===== src/rtl/handshake_control_merge.sv =====
// Round-robin control merge: forwards one valid input token to a data output and
// its index to a select output, holding the grant until both outputs have fired.
module handshake_control_merge #(
  parameter int NUM_INPUTS = 2,
  parameter int WIDTH      = 32,
  localparam int SEL_WIDTH = (NUM_INPUTS > 1) ? $clog2(NUM_INPUTS) : 1
) (
  input  logic                             clk,
  input  logic                             rst_n,
  input  logic [NUM_INPUTS-1:0]            in_valid,
  output logic [NUM_INPUTS-1:0]            in_ready,
  input  logic [NUM_INPUTS-1:0][WIDTH-1:0] in_data,
  output logic                             out_valid,
  input  logic                             out_ready,
  output logic [WIDTH-1:0]                 out_data,
  output logic                             idx_valid,
  input  logic                             idx_ready,
  output logic [SEL_WIDTH-1:0]             idx_data
);

  // Handshake rule on every port: a transfer happens in a cycle where valid and
  // ready are both high; a valid producer holds its payload until that cycle.

  typedef enum logic {IDLE = 1'b0, LOCKED = 1'b1} state_t;

  state_t               state_q, state_d;
  logic [SEL_WIDTH-1:0] lock_idx_q, lock_idx_d;
  logic [SEL_WIDTH-1:0] rr_ptr_q, rr_ptr_d;
  logic                 out_done_q, out_done_d;
  logic                 idx_done_q, idx_done_d;

  logic [SEL_WIDTH-1:0] scan_grant, grant, grant_next;
  logic                 found, locked, have_grant;
  logic                 out_fire, idx_fire, complete;

  // Two passes: first inputs at or above rr_ptr, then the wrapped-around ones.
  always_comb begin
    found      = 1'b0;
    scan_grant = '0;
    for (int i = 0; i < NUM_INPUTS; i++) begin
      if (!found && in_valid[i] && (SEL_WIDTH'(i) >= rr_ptr_q)) begin
        found      = 1'b1;
        scan_grant = SEL_WIDTH'(i);
      end
    end
    for (int i = 0; i < NUM_INPUTS; i++) begin
      if (!found && in_valid[i]) begin
        found      = 1'b1;
        scan_grant = SEL_WIDTH'(i);
      end
    end
  end

  assign locked     = (state_q == LOCKED);
  assign grant      = locked ? lock_idx_q : scan_grant;
  assign grant_next = (grant == SEL_WIDTH'(NUM_INPUTS - 1)) ? '0 : grant + SEL_WIDTH'(1);
  // rst_n gates the outputs so nothing leaks out while reset is held.
  assign have_grant = rst_n & (locked | (|in_valid));

  assign out_valid = have_grant & ~out_done_q;
  assign idx_valid = have_grant & ~idx_done_q;
  assign out_data  = have_grant ? in_data[grant] : '0;
  assign idx_data  = have_grant ? grant : '0;

  assign out_fire = out_valid & out_ready;
  assign idx_fire = idx_valid & idx_ready;
  assign complete = have_grant & (out_done_q | out_fire) & (idx_done_q | idx_fire);

  always_comb begin
    in_ready = '0;
    for (int i = 0; i < NUM_INPUTS; i++) begin
      in_ready[i] = complete && (grant == SEL_WIDTH'(i));
    end
  end

  always_comb begin
    state_d    = state_q;
    lock_idx_d = lock_idx_q;
    rr_ptr_d   = rr_ptr_q;
    out_done_d = out_done_q;
    idx_done_d = idx_done_q;
    case (state_q)
      IDLE: begin
        if (complete) begin
          rr_ptr_d = grant_next;
        end else if (have_grant) begin
          state_d    = LOCKED;
          lock_idx_d = grant;
          out_done_d = out_fire;
          idx_done_d = idx_fire;
        end
      end
      LOCKED: begin
        if (complete) begin
          state_d    = IDLE;
          out_done_d = 1'b0;
          idx_done_d = 1'b0;
          rr_ptr_d   = grant_next;
        end else begin
          out_done_d = out_done_q | out_fire;
          idx_done_d = idx_done_q | idx_fire;
        end
      end
      default: state_d = IDLE;
    endcase
  end

  always_ff @(posedge clk or negedge rst_n) begin
    if (!rst_n) begin
      state_q    <= IDLE;
      lock_idx_q <= '0;
      rr_ptr_q   <= '0;
      out_done_q <= 1'b0;
      idx_done_q <= 1'b0;
    end else begin
      state_q    <= state_d;
      lock_idx_q <= lock_idx_d;
      rr_ptr_q   <= rr_ptr_d;
      out_done_q <= out_done_d;
      idx_done_q <= idx_done_d;
    end
  end

endmodule


===== config.mk =====
export PLATFORM = sky130hd
export DESIGN_NAME = handshake_control_merge
export DESIGN_NICKNAME = d
export VERILOG_FILES = /design/src/rtl/handshake_control_merge.sv
export SDC_FILE = /design/constraint.sdc
export NUM_CORES = 1
export LEC_CHECK = 0
export CAP_MARGIN = 10
export CORE_ASPECT_RATIO = 1.75
export CORE_MARGIN = 5
export CORE_UTILIZATION = 29
export CTS_CLUSTER_SIZE = 12
export DETAILED_ROUTE_END_ITERATION = 10
export GPL_ROUTABILITY_DRIVEN = 1
export GPL_TIMING_DRIVEN = 1
export PLACE_DENSITY = 0.84
export SLEW_MARGIN = 20
export SYNTH_ARGS = -nofsm -noshare
export SYNTH_HDL_FRONTEND = slang
export SYNTH_SLANG_ARGS = --single-unit

===== constraint.sdc =====
create_clock -name clk -period 1.6 [get_ports clk]
set_input_delay 0.16 -clock clk [delete_from_list [all_inputs] [get_ports clk]]
set_output_delay 0.16 -clock clk [all_outputs]
set_load 0.005 [all_outputs]

==> impl_metrics.py, run 1 <==
metrics = {
    "floorplanning": {
        "die_area_sq_mm": 0.00489,
        "row_count": 28,
        "fp.dieW_microns": 55.0,
        "initial_core_util_pct": 30.3,
        "coreArea_sq_mm": 0.00340,
        "ios": 107,
        "chipHeight_microns": 88.8,
    },
    "global_routing": {
        "grt_pass1_wl_mm": 6.47,
        "grt-ovfl-total": 0,
        "antenna_found_initial": 0,
        "track_usage_pct": 17.6,
        "grt_max_degree": 31,
        "grt_pass1_vias": 1431,
    },
    "cells_and_area": {
        "syn_to_final_growth_pct": 128,
        "n_fill_cell": 305,
        "final_util_pct": 69.0,
        "antenna_cells": 0,
        "drive_gt1_share_pct": 35.8,
        "fin_cells": 313,
        "nets": 339,
    },
    "run_status": {
        "violations": "negative setup slack",
        "status": "complete, but fails checks",
    },
    "place": {
        "globalplace.congestion": 0.845,
        "dp_slack_ns": -0.573,
        "io_buffers": 106,
        "hpwl_mm": 3.45,
        "dp_cells": 296,
    },
    "power_and_ir_drop": {
        "vdd_drop_max_mv": 1.12,
        "p_clk_share_pct": 10.7,
        "p_per_area_mw_per_mm2": 951,
        "combPwrFrac_pct": 79.4,
        "power_frac_seq_pct": 9.9,
        "leakagePower_nw": 1.23,
        "swShare_pct": 37.3,
        "p_switching_w": 0.000832,
        "p_int_w": 0.00140,
    },
    "critical_path": {
        "worstSetupEndpointType": "primary output",
        "crit_chain": "nand2b_4 > a22oi_2 > buf_6 > buf_6 > buf_16 > mux2i_1 > buf_2",
        "critical_path.top_delay_family": "buffers and inverters",
        "crit_top_cell": "buf_6",
        "slowest_stage": "dfrtp_1",
        "required_ns": 1.44,
        "critPathMaxFanout": 5,
        "cpPeakStageDelay_ns": 0.38,
        "criticalPathCategory": "reg -> out",
        "start_kind": "register",
        "crit_buf_inv": 4,
        "arrival_ns": 1.66,
    },
    "synth": {
        "synthTopCellsByCount": "67 x nand2_1, 32 x mux2i_1, 7 x nor2_1, 5 x buf_6, 5 x dfrtp_1",
        "syn_area_sq_mm": 0.00103,
        "syn_area_per_cell_sq_um": 7.25,
        "yosys-top-cells-area": "mux2i_1 31%, nand2_1 24%, dfrtp_1 12%, buf_12 5.8%, buf_6 5.5%",
        "ys_seq_area_share_pct": 12.2,
        "ys_ff_latch": 5,
        "synth_top_area_cell": "mux2i_1",
        "synth_nets": 212,
        "synth_edf_count": 0,
        "yosys_most_used_dff": "dfrtp_1",
        "yosys.cell_types.count": 24,
        "synth_top_area_share_pct": 31.1,
        "synth_warnings": 0,
        "syn_inst": 142,
        "synth.most_common_cell": "nand2_1",
        "async_flop_share_pct": 100,
    },
    "clock_tree": {
        "cts_hold_buffers": 0,
        "clk_latency_ns": 0.23,
        "clock_path_buffers": 2,
        "cts_tree": "built",
        "cts.clk_slew.worst_paths_ns": 0.03,
        "root_buffer": "clkbuf_8",
        "ctsHtreeMaxLevel": 1,
        "cts_buffers": 3,
        "cts_sinks": 5,
    },
    "flow_run": {
        "drv_cap": 0,
    },
    "timing": {
        "finalSetupViolations": 35,
        "setup_ws_ns": -0.222,
        "maxSlewViolCount": 0,
        "fmax_mhz": 549,
        "max_slew.worst_pin.slew_ns": 0.316,
        "period_needed_ns": 1.82,
        "hold_violations": 0,
        "setup_tns_ns": -5.62,
        "fin_crit_sh_pct": 114,
        "hold_ws_ns": 0.265,
        "clock-skew-final_ns": 0.000772,
        "rsz0062_at_grt": "true",
        "relSlewSlack_pct": 78.9,
    },
    "routing": {
        "dr.first_iter.drc_count": 20,
        "wire_per_inst_microns": 15.3,
        "drc_errors": 0,
        "ant_nets": 0,
        "drtPass1Iterations": 4,
        "wirelength_mm": 4.78,
        "vias_per_cell": 4.69,
        "dr_total_vias": 1468,
    },
    "hold_path": {
        "hold_class": "in -> async",
    },
}
-- metrics by stage --
| stage | power, W | instance area (sq um) |
|---|---|---|
| floorplan | 0.00106 | 1030 |
| global placement | 0.00170 | 2170 |
| detailed placement | 0.00173 | 2170 |
| CTS | 0.00224 | 2310 |
| global route | 0.00235 | 2340 |
| finish | 0.00223 | 2340 |
-- layer usage --
metal / track usage, % / wire length, microns / vias up
met3: 2.87 / 353 / 13
met1: 18.3 / 1590 / 674
met2: 33.1 / 2670 / 54
li1: - / - / 727
met5: 0 / 0 / -
met4: 6.64 / 174 / 0
-- layout by cell type (no fill, tap or decap) --
| master | synthesis | routed |
|---|---|---|
| buf_2 | 4 | 27 |
| dfrtp_1 | 5 | 4 |
| nor2_1 | 7 | 5 |
| nor2b_4 | 1 | 1 |
| clkbuf_8 | 1 | 3 |
| nand2b_4 | 0 | 1 |
| o31ai_4 | 1 | 2 |
| buf_6 | 5 | 10 |
| a311oi_1 | 1 | 1 |
| a21oi_1 | 2 | 1 |
| nor2_2 | 0 | 2 |
| buf_4 | 0 | 11 |
| dlygate4sd2_1 | 0 | 1 |
| clkbuf_16 | 0 | 1 |
| o21ai_0 | 1 | 1 |
| clkbuf_2 | 0 | 9 |
| inv_1 | 1 | 1 |
| mux2i_2 | 0 | 1 |
| a22o_1 | 1 | 1 |
| buf_12 | 3 | 5 |
| dfrtp_2 | 0 | 1 |
| o22a_1 | 1 | 1 |
| o41ai_2 | 0 | 1 |
| mux2_2 | 1 | 1 |
| nand2_4 | 0 | 3 |
| buf_8 | 0 | 1 |
| a21oi_2 | 0 | 1 |
| nand2_1 | 67 | 54 |
| and3_4 | 0 | 1 |
| clkbuf_1 | 0 | 1 |
| a22oi_2 | 1 | 1 |
| buf_16 | 0 | 2 |
| o31ai_1 | 2 | 1 |
| mux2i_1 | 32 | 31 |
| o21a_1 | 1 | 1 |
| o31a_4 | 0 | 1 |
| nand2_2 | 0 | 10 |
| clkdlybuf4s50_1 | 0 | 68 |
-- path summary, 6_finish.rpt --
path	to	cells past startpoint	slack [ns]	start
worst max-delay path	out_data[19]	7	-0.22	rr_ptr_q
worst min-delay path	out_done_q	2	0.26	rst_n
worst max register to register	rr_ptr_q	6	-0.13	locked
worst min register to register	rr_ptr_q	1	0.54	rr_ptr_q
max in group asynchronous	locked	2	1.20	rst_n
min in group clk	rr_ptr_q	1	0.54	rr_ptr_q
-- power by group through the flow --
stage          combinational, W  clock (W)  sequential (W)
3_3_place_gp            0.00149          0        0.000208
4_1_cts                 0.00179   0.000244        0.000212
2_1_floorplan          0.000857          0        0.000206
3_5_place_dp            0.00152          0        0.000211
6_report                0.00177   0.000239        0.000221
5_1_grt                 0.00187   0.000250        0.000226
-- sequential cells by signal, indices dropped and copies added (netlist names) --
name / flops
idx_done_q: 1
lock_idx_q: 1
locked: 1
out_done_q: 1
rr_ptr_q: 1
-- kinds of logic after synthesis --
kind of cell / count (synthesis) / share of synthesized area, %
AO/OA/AOI/OAI: 13 / 11.2
flip-flops: 5 / 12.2
multiplexers: 33 / 32.2
AND/OR/NAND/NOR: 77 / 29.5
buffers and inverters: 14 / 14.9
-- layout make-up --
cell class | count | area [sq um] | share of cell area (%)
repair buffers | 135 | 1260 | 53.7
flip-flops and latches | 5 | 126 | 5.39
inverters | 1 | 3.75 | 0.160
well taps | 45 | 56.3 | 2.40
clock buffers | 4 | 45.0 | 1.92
multi-input cells | 123 | 853 | 36.4
-- what timing repair did --
action                                  in CTS  in global routing
pin swaps                                    3                  9
gates resized for setup                    126                 56
endpoints found under the setup margin      38                 41
setup buffers                                8                  2
gates cloned                                 3                  2
Note: power is estimated with default switching activity, not from simulation.
==> run 2: changes to the inputs <==
--- a/config.mk
+++ b/config.mk
@@ -5,15 +5,17 @@
 export SDC_FILE = /design/constraint.sdc
 export NUM_CORES = 1
 export LEC_CHECK = 0
+export ABC_AREA = 1
 export CAP_MARGIN = 10
 export CORE_ASPECT_RATIO = 1.75
 export CORE_MARGIN = 5
-export CORE_UTILIZATION = 29
+export CORE_UTILIZATION = 28
 export CTS_CLUSTER_SIZE = 12
 export DETAILED_ROUTE_END_ITERATION = 10
 export GPL_ROUTABILITY_DRIVEN = 1
 export GPL_TIMING_DRIVEN = 1
-export PLACE_DENSITY = 0.84
+export PLACE_DENSITY = 0.85
+export REMOVE_ABC_BUFFERS = 1
 export SLEW_MARGIN = 20
 export SYNTH_ARGS = -nofsm -noshare
 export SYNTH_HDL_FRONTEND = slang
==> impl_metrics.py, run 2 <==
metrics = {
    "timing": {
        "fin_crit_sh_pct": 129,
        "rsz0062_at_grt": "true",
        "hold_violations": 0,
        "relSlewSlack_pct": 78.7,
        "maxSlewViolCount": 0,
        "setup_ws_ns": -0.461,
        "clock-skew-final_ns": 0.00323,
        "finalSetupViolations": 39,
        "fmax_mhz": 485,
        "max_slew.worst_pin.slew_ns": 0.318,
        "period_needed_ns": 2.06,
    },
    "cells_and_area": {
        "syn_to_final_growth_pct": 203,
        "nets": 383,
        "drive_gt1_share_pct": 59.0,
        "n_fill_cell": 145,
        "antenna_cells": 0,
        "final_common_cell": "clkdlybuf4s50_1",
        "final_cell_mix": "68 x clkdlybuf4s50_1, 33 x buf_2, 31 x buf_6, 30 x nor2_4, 28 x nor2_1",
    },
    "global_routing": {
        "grt_pass1_wl_mm": 9.09,
        "antenna_found_initial": 0,
        "grt-ovfl-total": 0,
        "track_usage_pct": 26.3,
        "grt_max_degree": 25,
        "grt_pass1_vias": 1857,
    },
    "floorplanning": {
        "chipHeight_microns": 87.3,
        "initial_core_util_pct": 28.7,
        "row_count": 28,
        "ios": 107,
        "die_area_sq_mm": 0.00473,
        "fp.dieW_microns": 54.2,
        "coreArea_sq_mm": 0.00333,
    },
    "power_and_ir_drop": {
        "vdd_drop_max_mv": 1.07,
        "leakagePower_nw": 1.26,
        "p_per_area_mw_per_mm2": 1560,
        "finalPower_w": 0.00452,
    },
    "clock_tree": {
        "cts_tree": "built",
        "cts_sinks": 5,
        "clock_path_buffers": 2,
        "root_buffer": "clkbuf_8",
        "ctsHtreeMaxLevel": 1,
        "clk_latency_ns": 0.24,
        "cts.clk_slew.worst_paths_ns": 0.04,
        "cts_buffers": 3,
    },
    "flow_run": {
        "drv_cap": 0,
    },
    "critical_path": {
        "criticalPathCategory": "reg -> out",
        "worstReg2RegStart": "locked",
        "rrSetupSlack_ns": -0.06,
        "arrival_ns": 1.90,
        "crit_path_end": "out_data[8]",
        "rr_worst_depth": 12,
        "r2r_end": "rr_ptr_q",
        "start_kind": "register",
        "worstSetupEndpointType": "primary output",
        "critPathMaxFanout": 8,
        "crit_start": "locked",
        "required_ns": 1.44,
    },
    "routing": {
        "dr.first_iter.drc_count": 74,
        "vias_per_cell": 5.37,
        "wirelength_mm": 8.28,
        "drtPass1Iterations": 4,
        "wire_per_inst_microns": 23.2,
        "ant_nets": 0,
        "dr_total_vias": 1917,
        "drc_errors": 0,
    },
    "synth": {
        "async_flop_share_pct": 100,
        "yosys-top-cells-area": "nor2_2 22%, nor2_1 16%, dfrtp_1 13%, o21ai_0 10%, o21ai_1 7.3%",
        "synth.most_common_cell": "nor2_1",
        "synth_warnings": 0,
        "syn_area_per_cell_sq_um": 6.29,
        "synth_top_area_share_pct": 21.6,
        "ys_ff_latch": 5,
        "synth_top_area_cell": "nor2_2",
        "synth_edf_count": 0,
        "synthTopCellsByCount": "41 x nor2_1, 33 x nor2_2, 20 x o21ai_0, 14 x o21ai_1, 9 x nand2_1",
        "syn_area_sq_um": 956,
        "yosys.cell_types.count": 23,
        "syn_inst": 152,
        "ys_seq_area_share_pct": 13.1,
        "yosys_most_used_dff": "dfrtp_1",
    },
    "place": {
        "hpwl_mm": 3.64,
        "dp_slack_ns": -0.519,
        "globalplace.congestion": 0.848,
        "io_buffers": 106,
    },
    "run_status": {
        "status": "complete, but fails checks",
        "violations": "negative setup slack",
    },
    "hold_path": {
        "hold_class": "in -> async",
    },
}
==> run 2: changes by cell type in the layout (fill, tap and decap cells not counted), moves of 21 or more <==
| cell | delta |
|---|---|
| nand2_1 | -45 |
| mux2i_1 | -31 |
| nor2_4 | +30 |
| nor2_1 | +23 |
| o21ai_2 | +22 |
| buf_6 | +21 |
==> run 2: cell families (layout without fill, tap and decap cells) <==
group,count (synthesis),count (layout),synth area share [%]
AO/OA/AOI/OAI,40,40,24.0
buffers and inverters,17,176,14.9
flip-flops,5,5,13.1
AND/OR/NAND/NOR,90,91,48.0
==> run 2: final cells by class <==
type / instances / area (sq um) / area share (%)
inverter: 8 / 48.8 / 1.68
timing repair buffer: 161 / 1540 / 53.1
clock buffer: 4 / 45.0 / 1.56
tap: 45 / 56.3 / 1.94
multi-input combinational: 131 / 1020 / 35.3
timing repair inverter: 3 / 57.6 / 1.99
sequential: 5 / 126 / 4.36
==> run 2: how the worst min path moves through the flow <==
stage	cells past startpoint	start	to
global route	2	rst_n	out_done_q
global placement	2	rst_n	out_done_q
floorplan	0	rst_n	idx_done_q
finish	2	rst_n	out_done_q
detailed placement	2	rst_n	out_done_q
CTS	2	rst_n	out_done_q
==> run 2: per-stage QoR <==
step	instances	instance area, sq um	setup TNS (ns)	hold WS [ns]	utilization (%)
final	357	2900	-10.17	0.246	87.0
after global routing	357	2900	-11.92	0.261	87.0
after CTS	341	2470	-7.67	0.235	74.3
after detailed placement	312	2130	-16.94	0.474	63.9
after global placement	312	2130	-15.55	0.470	63.9
after floorplan	143	851	0	-0.136	-
==> run 2: worst max-delay path: stages, from the launching register on <==
cell	delay [ns]
dfrtp_2	0.45
inv_4	0.09
nor2_4	0.04
nor2_4	0.18
nand2_8	0.11
buf_12	0.16
clkinv_16	0.07
buf_12	0.15
nor2_4	0.04
nor2_1	0.19
buf_2	0.19
==> run 2: repair_timing <==
action,CTS,global route
pin swaps,24,28
setup buffers,22,19
resized for setup,202,88
hold buffers,0,0
gates cloned,4,3
endpoints found under the setup margin,37,39
==> run 2: report_power, final <==
part / total (W) / switching, W / leakage (nW) / internal, W
logic: 0.00398 / 0.00199 / 1.18 / 0.00199
clock network: 0.000262 / 0.0000887 / 0.0228 / 0.000173
registers: 0.000281 / 0.0000951 / 0.0588 / 0.000185
total: 0.00452 / 0.00217 / 1.26 / 0.00234
==> run 2: metal layers <==
layer  global-route usage (%)  vias up  share of wire (%)
met5                        0        -                  0
met4                     19.0        0                8.4
met3                     8.23       57                9.8
met2                     46.5      156                 50
met1                     23.5      887                 32
li1                         -      817                  -
